--- config.mk ---
export PLATFORM = sky130hd
export DESIGN_NAME = periph_timer_bank
export DESIGN_NICKNAME = d
export VERILOG_FILES = /design/src/rtl/periph_timer_bank.sv
export SDC_FILE = /design/constraint.sdc
export NUM_CORES = 1
export LEC_CHECK = 0
export ABC_AREA = 0
export BUFFER_PORTS_ARGS = -buffer_cell sky130_fd_sc_hd__buf_2
export CAP_MARGIN = 40
export CORE_UTILIZATION = 44
export CTS_CLUSTER_SIZE = 25
export DETAILED_ROUTE_END_ITERATION = 8
export PLACE_DENSITY = 0.59
export REMOVE_ABC_BUFFERS = 1
export SLEW_MARGIN = 5
export SYNTH_ARGS = -nofsm -noshare
export SYNTH_HDL_FRONTEND = slang
export SYNTH_SLANG_ARGS = --single-unit
--- constraint.sdc ---
create_clock -name clk -period 25.1 [get_ports clk]
set_input_delay 5.02 -clock clk [delete_from_list [all_inputs] [get_ports clk]]
set_output_delay 5.02 -clock clk [all_outputs]
set_load 0.02 [all_outputs]
--- src/rtl/periph_timer_bank.sv ---
`default_nettype none
// ============================================================================
// periph_timer_bank : N_CH memory-mapped 32-bit timers sharing one prescaler
// Rev 1.0 - initial release
// ============================================================================
module periph_timer_bank #(
   parameter int N_CH     = 4,
   parameter int ABITS    = 6,
   parameter int PRESCALE = 118
) (
   input  logic             clk,
   input  logic             rst,
   input  logic [ABITS-1:0] A,
   input  logic [31:0]      WD,
   input  logic             WE,
   output logic [31:0]      RD,
   output logic             irq
);

   localparam int CW = ABITS - 4;
   localparam int PW = (PRESCALE > 1) ? $clog2(PRESCALE) : 1;
   localparam logic [PW-1:0] PRE_MAX = PW'(PRESCALE - 1);

   localparam logic [1:0] REG_CTRL  = 2'd0;
   localparam logic [1:0] REG_COUNT = 2'd1;
   localparam logic [1:0] REG_CMP   = 2'd2;
   localparam logic [1:0] REG_STAT  = 2'd3;

   logic [PW-1:0]      presc;
   logic               tick;
   logic [CW-1:0]      ch_idx;
   logic [1:0]         reg_sel;
   logic [N_CH*32-1:0] rd_flat;
   logic [N_CH-1:0]    irq_src;
   logic               unused_abits;

   assign ch_idx       = A[ABITS-1:4];
   assign reg_sel      = A[3:2];
   assign unused_abits = ^A[1:0];
   assign tick         = (presc == PRE_MAX);

   always_ff @(posedge clk or posedge rst) begin
      if (rst)       presc <= '0;
      else if (tick) presc <= '0;
      else           presc <= presc + 1'b1;
   end

   generate
      for (genvar c = 0; c < N_CH; c++) begin : g_ch
         logic [3:0]  ctrl;  // {IE, ONESHOT, RELOAD, EN}
         logic [31:0] count;
         logic [31:0] cmp;
         logic [31:0] nxt;
         logic        pend;
         logic        sel;
         logic        hit;

         assign sel = WE && (ch_idx == CW'(c));
         assign nxt = count + 32'd1;
         // In reload mode CMP=0 could only be reached by the free wrap, which must not match
         assign hit = tick && ctrl[0] && (nxt == cmp) && !(ctrl[1] && (cmp == 32'd0));

         always_ff @(posedge clk or posedge rst) begin
            if (rst) begin
               ctrl  <= 4'd0;
               count <= 32'd0;
               cmp   <= 32'hFFFF_FFFF;
               pend  <= 1'b0;
            end else begin
               if (sel && (reg_sel == REG_CTRL))
                  ctrl <= WD[3:0];
               else if (hit && ctrl[2])
                  ctrl[0] <= 1'b0;

               if (sel && (reg_sel == REG_COUNT))
                  count <= WD;
               else if (tick && ctrl[0])
                  count <= (hit && ctrl[1]) ? 32'd0 : nxt;

               if (sel && (reg_sel == REG_CMP))
                  cmp <= WD;

               if (hit)
                  pend <= 1'b1;
               else if (sel && (reg_sel == REG_STAT) && WD[0])
                  pend <= 1'b0;
            end
         end

         assign irq_src[c] = pend & ctrl[3];
         assign rd_flat[c*32 +: 32] = (reg_sel == REG_CTRL)  ? {28'd0, ctrl} :
                                      (reg_sel == REG_COUNT) ? count :
                                      (reg_sel == REG_CMP)   ? cmp   :
                                                               {31'd0, pend};
      end
   endgenerate

   // Unpopulated channel slots fall through to zero
   always_comb begin
      RD = 32'd0;
      for (int c = 0; c < N_CH; c++) begin
         if (ch_idx == CW'(c)) RD = rd_flat[c*32 +: 32];
      end
   end

   always_ff @(posedge clk or posedge rst) begin
      if (rst) irq <= 1'b0;
      else     irq <= |irq_src;
   end

endmodule
`default_nettype wire

==> impl_metrics.json <==
{
  "outcome": "completed",
  "dieArea_um2": 51500,
  "finalSetupViolations": 0,
  "wl_um": 92900,
  "clk_pin_slew_ps": 50,
  "slew_headroom": 0.274,
  "seq_area_um2": 7270,
  "finalCriticalPeriod_ps": 13950,
  "critPathMaxFanout": 57,
  "final_util": 0.481,
  "rows": 82,
  "fin_crit_sh": 0.556,
  "crit_chain": "buf_2 > nor2b_4 > buf_4 > buf_4 > a22oi_1 > o21ai_0 > o21ai_0 > a21oi_1 > buf_2",
  "antenna_cells": 0,
  "critPathSlowestCell": "buf_4",
  "synth_enable_flop_cells": 0,
  "synth-async-reset-ratio": 1.00,
  "postRouteAntennaNets": 0,
  "yosysWarnings": 0,
  "syn_area_per_cell_um2": 8.27,
  "post_cts_buffers": 0,
  "htreeDepth": 2,
  "root_buffer": "clkbuf_16",
  "nFillCells": 5018,
  "grt_pass1_wl_um": 138000,
  "critical_path_class": "input pin to output port",
  "ys_seq_area_frac": 0.326,
  "synth.distinct_cells": 93,
  "worstPathRequired_ps": 20080,
  "syn_area_um2": 22300,
  "tightestPinTransition_ps": 1080,
  "drt-met1-wl_um": 39400,
  "finalInstanceArea_um2": 24100,
  "hold_start": "presc[5]$_DFF_PP0_",
  "numCtsBuffers": 36,
  "grtUsageTotal": 0.360,
  "place_congestion": 1.02,
  "crit_arrival_ps": 8930,
  "final_layout_size_suffix_gt1_frac": 0.191,
  "skew_ps": 19.7,
  "die-height_um": 227,
  "grt_max_degree": 103,
  "critPathMaxStageDelay_ps": 720,
  "p_leak_uw": 0.00905,
  "drc_errors": 0,
  "wl_met3_um": 7550,
  "top_layer": "met5",
  "critPathTopFamily": "buffers and inverters",
  "ys_seq_elements": 284,
  "hold_viol_final": 0,
  "cap_violations": 0,
  "hold_slack_ps": 491,
  "multiInputGateArea_um2": 13900,
  "p_total_uw": 1910,
  "clk_path_buf_depth": 3,
  "ios": 74,
  "drv_slew": 0,
  "rsz0062_at_grt": "false",
  "peakVddDrop_v": 0.0000604,
  "worstSkewPairLatency_ps": 570,
  "first_global_vias": 20900,
  "antenna_found_initial": 3,
  "min_path_type": "register to register",
  "firstDrtPassIters": 7,
  "synthCells": 2692,
  "crit_start": "A[2]",
  "path_buf_inv": 4,
  "grt.overflow.total": 0,
  "r2r-start": "g_ch[0].count[0]$_DFFE_PP0P_",
  "nets": 2636,
  "place_hpwl_um": 64600,
  "clock_sinks": 284,
  "start_kind": "input pin",
  "synth_ff_type": "dfrtp_1",
  "routed_via_density": 6.74,
  "drt_iter0_drc": 2254,
  "power_density_nw_per_um2": 79.4,
  "numPortBuffers": 71,
  "drt-wirelength-per-cell_um": 28.3,
  "finalSetupTns_ps": 0,
  "start_util": 0.445,
  "met2WireLength_um": 40200,
  "postCtsResizedCells": 0,
  "areaGrowthSynthToFinish_pct": 8.17,
  "core_area_um2": 50100,
  "placed_area_um2": 22900,
  "die_x_um": 227,
  "cts_hold_buf": 0,
  "cts_tree": "done",
  "cp-end-kind": "output port",
  "fmax_ghz": 0.0717,
  "num_vias": 22200
}
==> cell type report <==
| class | instances | area share |
|---|---|---|
| multi-input combinational | 2130 | 0.578 |
| timing repair buffer | 112 | 0.0328 |
| tap | 672 | 0.0349 |
| clock buffer | 58 | 0.0459 |
| inverter | 25 | 0.00421 |
| clock inverter | 6 | 0.00239 |
| sequential | 284 | 0.302 |
==> cell usage in the layout, fill, tap and decap left out, types with 53 or more instances in the layout <==
cell type,n
xor2_1,53
o21ai_0,119
a21oi_1,223
nor3_1,93
nor4_1,81
nand4_1,80
nand3_1,97
a22oi_1,55
dfstp_2,128
nand2_1,207
nor2_1,228
mux2_2,151
a221oi_1,55
buf_2,77
dfrtp_1,156
xnor2_1,117
==> per-stage QoR <==
stage	std cells	setup slack (ps)
floorplan	2439	10170
global placement	3206	11560
detailed placement	3217	11520
CTS	3281	11520
global route	3287	11110
finish	3287	11150
==> cell usage after synthesis (all sizes together) (53+ instances only) <==
| master | instances | share of area |
|---|---|---|
| nand2 | 210 | 0.035 |
| clkbuf | 182 | 0.031 |
| xnor2 | 117 | 0.046 |
| a221oi | 55 | 0.022 |
| mux2 | 151 | 0.076 |
| xor2 | 53 | 0.021 |
| a21oi | 223 | 0.050 |
| a22oi | 59 | 0.021 |
| nand4 | 83 | 0.025 |
| o21ai | 137 | 0.031 |
| dfstp | 128 | 0.15 |
| nor4 | 86 | 0.026 |
| nor3 | 94 | 0.021 |
| nor2 | 234 | 0.039 |
| buf | 71 | 0.016 |
| dfrtp | 156 | 0.18 |
| nand3 | 98 | 0.022 |
==> where the power goes <==
| group | internal, uW | leakage (uW) | total [uW] | switching, uW |
|---|---|---|---|---|
| Combinational | 279 | 0.00560 | 690 | 411 |
| Sequential | 567 | 0.00288 | 699 | 132 |
| Clock | 310 | 0.000571 | 525 | 214 |
==> metal layers <==
metal | vias to the layer above | global-route usage
met5 | - | 0
met4 | 4 | 0.203
met3 | 221 | 0.0728
met2 | 1029 | 0.543
met1 | 11100 | 0.482
li1 | 9846 | -
==> final timing paths <==
path	endpoint	slack, ps	cells past startpoint
max	RD[31]	11150	9
min	presc[5]$_DFF_PP0_	490	1
max reg2reg	g_ch[0].count[8]$_DFFE_PP0P_	19810	10
min reg2reg	presc[5]$_DFF_PP0_	490	1
max in group asynchronous	g_ch[2].ctrl[3]$_DFFE_PP0P_	19000	4
min in group asynchronous	g_ch[1].count[15]$_DFFE_PP0P_	4510	2
==> state kept, by name, summed over array words and instances (netlist names) <==
signal	count
presc	7
g_ch.ctrl	16
irq	1
g_ch.cmp	128
g_ch.count	128
g_ch.pend	4
==> logic make-up (layout without fill, tap and decap cells) <==
logic type | after synthesis | in the layout | synth area share
buf+inv | 278 | 201 | 0.0511
xor+xnor | 171 | 171 | 0.0679
flops | 284 | 284 | 0.326
mux | 185 | 185 | 0.0944
fa+ha+maj | 6 | 6 | 0.00337
compound gates | 713 | 713 | 0.208
simple gates | 1055 | 1055 | 0.249
No activity file was read; power rests on OpenSTA's default activity.
